**config.mk**
```make
export PLATFORM = sky130hd
export DESIGN_NAME = sbox_lane_scheduler
export DESIGN_NICKNAME = d
export VERILOG_FILES = /design/src/rtl/sbox_lane_scheduler.sv
export SDC_FILE = /design/constraint.sdc
export NUM_CORES = 1
export LEC_CHECK = 0
export BUFFER_PORTS_ARGS = -buffer_cell sky130_fd_sc_hd__buf_2
export CAP_MARGIN = 20
export CORE_MARGIN = 2
export CORE_UTILIZATION = 48
export CTS_BUF_LIST = sky130_fd_sc_hd__clkbuf_8
export CTS_CLUSTER_DIAMETER = 80
export CTS_CLUSTER_SIZE = 14
export DETAILED_ROUTE_END_ITERATION = 6
export PLACE_DENSITY_LB_ADDON = 0.1
export SETUP_SLACK_MARGIN = 0.5
export SYNTH_ARGS = -nofsm -noshare
export SYNTH_HDL_FRONTEND = slang
export SYNTH_SLANG_ARGS = --single-unit
```
**constraint.sdc**
```tcl
create_clock -name clk -period 2.4 [get_ports clk]
set_clock_uncertainty 0.05 [all_clocks]
set_input_delay 0.12 -clock clk [delete_from_list [all_inputs] [get_ports clk]]
set_output_delay 0.12 -clock clk [all_outputs]
set_load 0.03 [all_outputs]
```
**src/rtl/sbox_lane_scheduler.sv**
```systemverilog
// Shares one external 32-bit S-box lane between the round datapath (128-bit SubBytes,
// four lane passes) and key expansion (32-bit SubWord, one pass), one job at a time.
module sbox_lane_scheduler #(
    parameter bit RR_EN = 1'b1
) (
    input  logic         clk,
    input  logic         rst_n,
    input  logic         st_req_valid,
    output logic         st_req_ready,
    input  logic [127:0] st_req_data,
    output logic         st_rsp_valid,
    input  logic         st_rsp_ready,
    output logic [127:0] st_rsp_data,
    input  logic         key_req_valid,
    output logic         key_req_ready,
    input  logic [31:0]  key_req_data,
    output logic         key_rsp_valid,
    input  logic         key_rsp_ready,
    output logic [31:0]  key_rsp_data,
    output logic [31:0]  lane_in,
    input  logic [31:0]  lane_out
);

    typedef enum logic [2:0] {
        IDLE,
        S_RUN,
        K_RUN,
        S_OUT,
        K_OUT
    } state_t;

    typedef enum logic {
        GNT_STATE,
        GNT_KEY
    } grant_t;

    state_t       state;
    grant_t       last_grant;
    grant_t       grant;
    logic [1:0]   cnt;
    logic [127:0] st_op;
    logic [31:0]  key_op;

    // On a tie, round-robin hands the lane to whoever did not have it last.
    always_comb begin
        // NOTE: every always_comb output gets a default first so no path can infer a latch.
        grant = GNT_KEY;
        if (st_req_valid && key_req_valid) begin
            grant = (RR_EN && last_grant == GNT_KEY) ? GNT_STATE : GNT_KEY;
        end else if (st_req_valid) begin
            grant = GNT_STATE;
        end
    end

    assign st_req_ready  = (state == IDLE) && st_req_valid  && (grant == GNT_STATE);
    assign key_req_ready = (state == IDLE) && key_req_valid && (grant == GNT_KEY);

    // The lane is driven only while a pass is running, so it stays quiet when idle.
    always_comb begin
        lane_in = '0;
        case (state)
            S_RUN: begin
                case (cnt)
                    2'd0:    lane_in = st_op[127:96];
                    2'd1:    lane_in = st_op[95:64];
                    2'd2:    lane_in = st_op[63:32];
                    default: lane_in = st_op[31:0];
                endcase
            end
            K_RUN:   lane_in = key_op;
            default: lane_in = '0;
        endcase
    end

    always_ff @(posedge clk or negedge rst_n) begin
        // NOTE: operand and result registers are reset too, so an aborted job leaves nothing visible.
        if (!rst_n) begin
            state         <= IDLE;
            last_grant    <= GNT_KEY;
            cnt           <= 2'd0;
            st_op         <= '0;
            key_op        <= '0;
            st_rsp_valid  <= 1'b0;
            st_rsp_data   <= '0;
            key_rsp_valid <= 1'b0;
            key_rsp_data  <= '0;
        end else begin
            // NOTE: all state here uses non-blocking assignment so every read sees pre-edge values.
            case (state)
                IDLE: begin
                    if (st_req_ready) begin
                        st_op      <= st_req_data;
                        last_grant <= GNT_STATE;
                        cnt        <= 2'd0;
                        state      <= S_RUN;
                    end else if (key_req_ready) begin
                        key_op     <= key_req_data;
                        last_grant <= GNT_KEY;
                        state      <= K_RUN;
                    end
                end
                S_RUN: begin
                    case (cnt)
                        2'd0:    st_rsp_data[127:96] <= lane_out;
                        2'd1:    st_rsp_data[95:64]  <= lane_out;
                        2'd2:    st_rsp_data[63:32]  <= lane_out;
                        default: st_rsp_data[31:0]   <= lane_out;
                    endcase
                    cnt <= cnt + 2'd1;
                    if (cnt == 2'd3) begin
                        st_rsp_valid <= 1'b1;
                        state        <= S_OUT;
                    end
                end
                K_RUN: begin
                    key_rsp_data  <= lane_out;
                    key_rsp_valid <= 1'b1;
                    state         <= K_OUT;
                end
                S_OUT: begin
                    if (st_rsp_ready) begin
                        st_rsp_valid <= 1'b0;
                        state        <= IDLE;
                    end
                end
                K_OUT: begin
                    if (key_rsp_ready) begin
                        key_rsp_valid <= 1'b0;
                        state         <= IDLE;
                    end
                end
                default: state <= IDLE;
            endcase
        end
    end

endmodule

```
==> flow_summary.ini <==
[yosys]
netlist.area_leader.share_pct = 62.1
ys_warn_count = 0
syn_nets = 1051
yosysSeqAreaShare_pct = 62.3
synth_cell_types = 30
ys_top_cells_by_area = dfrtp_1, mux2_1, mux2_2
synth-edff-count = 0
yosysTopAreaCell = dfrtp_1
synthCells = 849
yosysMostFrequentCell = dfrtp_1
avgSynthCellArea_um2 = 15.5
syn_area_um2 = 13200
synth_commonest_cells = dfrtp_1, mux2_1, mux2_2, buf_2, nor2_1
yosys_register_bits = 328
synth_top_flop_cell = dfrtp_1
async_reset_ff_share_pct = 100

[timing]
fin_setup_tns_ps = -10830
setup_viol = 32
rsz0062_at_grt = true
tightest_slew_ps = 615
slew_violations = 0
clock.fmax_mhz = 348
min_period_over_period_pct = 120
period_minus_slack_ps = 2870
fin_ws_ps = -472
relSlewSlack_pct = 59.0
hold_violations = 0

[worst_setup_path]
critPathCaptureType = output port
worstSetupPathType = flop to output port
cp-start-kind = flop
critPathMaxFanout = 6
critPathLaunch = cnt[0]$_DFFE_PN0P_
timing.rr.start = state[2]$_DFFE_PN0P_
cp.required_ps = 2230
critical_path_arrival_ps = 2700

[power_and_ir_drop]
ir_drop_uv = 865
leakage_nw = 9.79
total_power_mw = 29.8
power_density_nw_per_um2 = 1470

[placed_design]
port_buffers = 393
placed_area_um2 = 15800
dp.cells = 1556
post-dp-hpwl_um = 24300
place_congestion = 0.806

[die]
fp-row-count = 60
initial_core_util_pct = 48.9
core_um2 = 27000
die_y_um = 170
die_w_um = 170
io_pins = 394
dieArea_um2 = 28800

[outcome]
violations = setup timing
status = complete, but fails checks

[cells_and_area]
nets = 1710
drive_above_1_share_pct = 56.4
finalNonFillerCells = 1861
areaGrowthSynthToFinish_pct = 54.2
final_cell_area_um2 = 20300

[grt]
grt_pass1_vias = 10600
grt_max_degree = 65
overflow = 0
grt_pass1_wl_um = 61800
antenna_found_initial = 3
gr-usage-all-layers_pct = 27.9

[clocking]
clock_latency_ps = 600
htree_levels = 1
root_buffer = clkbuf_8
cts_buffers = 27
clk_pin_slew_ps = 110
numClockSinks = 328
cts_tree = yes
cts_max_path_buffers = 3

[routing]
ant_nets = 0
route.vias.total = 10400
viasPerCell = 5.59
wl_per_cell_um = 23.9
first_pass_iters = 7
route.detailed.drc = 0
drt-initial-drc-count = 902
routed_wl_um = 44400

[hold_path]
hp-class = input pin to asynchronous set/reset pin

[job]
cap_violations = 0
## final cells by class
class,instances,area (um^2)
Sequential cell,328,8220
Fill cell,1646,6630
Timing Repair Buffer,691,5920
Multi-Input combinational cell,456,5310
Tap cell,341,427
Clock buffer,27,372
Clock inverter,11,50.0
Inverter,4,25.0
Antenna cell,3,7.51
## per-stage QoR
step	hold WS [ps]	utilization, %	worst slack, ps
after floorplan	-226	-	508
after global placement	98.1	58.6	180
after detailed placement	101	58.6	126
after CTS	43.5	71.1	-328
after global routing	80.4	75.4	-501
final	22.5	75.4	-472
## routing by layer
metal | global-route usage (%) | wire length (um) | vias to the layer above | share of wire, %
met4 | 8.32 | 1340 | 0 | 3.0
li1 | - | - | 4456 | -
met5 | 0 | 0 | - | 0
met1 | 35.8 | 17300 | 5316 | 39
met2 | 48.5 | 22600 | 528 | 51
met3 | 5.18 | 3180 | 95 | 7.2
## critical path, stage by stage, from the launching register on
cell      delay (ps)
dfrtp_2          450
inv_4             70
ha_4             180
buf_8            130
buf_6            120
buf_6            100
a222oi_1         410
nor2_1           150
a221o_2          340
buf_6            150
## logic make-up (layout without fill, tap and decap cells)
group,Yosys count,count (layout),share of synthesized area [%]
flip-flops,328,328,62.3
multiplexers,320,320,27.3
AO/OA/AOI/OAI,79,79,5.59
buffers and inverters,65,733,2.54
AND/OR/NAND/NOR,53,53,1.87
adder cells (fa/ha/maj),4,4,0.380
other,0,3,0
## flip-flops by register name (all words and copies together), names as in the netlist
register	count
last_grant	1
st_rsp_data	128
key_rsp_valid	1
st_rsp_valid	1
key_rsp_data	32
state	3
key_op	32
st_op	128
cnt	2
## cells in the final DEF, fill, tap and decap left out, drive strengths merged
master       count
nor3b            1
a31oi            3
a21o             1
and2             2
a222oi          32
nand2            1
nor2            37
o21a             2
a21boi           1
o2bb2ai          1
nand3b           2
o21ai            2
dfrtp          327
mux2           320
dfstp            1
nor3             1
a21oi            4
a221oi           1
ha               4
clkinv           1
a221o           32
or4b             1
inv             13
clkbuf          41
nand2b           3
nand3            1
buf            480
dlygate4sd3    197
and3             4
diode            3
clkinvlp         1
## report_power, final
group	internal, mW	total, mW	switching (mW)	leakage (nW)
combinational	8.07	16.9	8.80	5.65
sequential	8.40	10.1	1.66	3.89
clock	1.04	2.86	1.82	0.247
total	17.5	29.8	12.3	9.79
## what timing repair did
item / in CTS / in global routing
hold endpoints to repair: 588 / 0
pin swaps: 21 / 10
setup endpoints to repair: 287 / 224
hold buffers: 197 / 0
gates resized for setup: 157 / 158
setup buffers: 16 / 19
gates cloned: 13 / 19
## worst paths after layout
path	cells after the start	end	slack, ps
max	9	lane_in[5]	-470
min	2	st_op[29]$_DFFE_PN0P_	20
max reg2reg	8	key_op[22]$_DFFE_PN0P_	320
min reg2reg	1	key_rsp_data[11]$_DFFE_PN0N_	440
max in group asynchronous	3	st_rsp_data[26]$_DFFE_PN0P_	1430
min in group clk	3	st_op[9]$_DFFE_PN0P_	230
(Power assumes the default switching activity.)
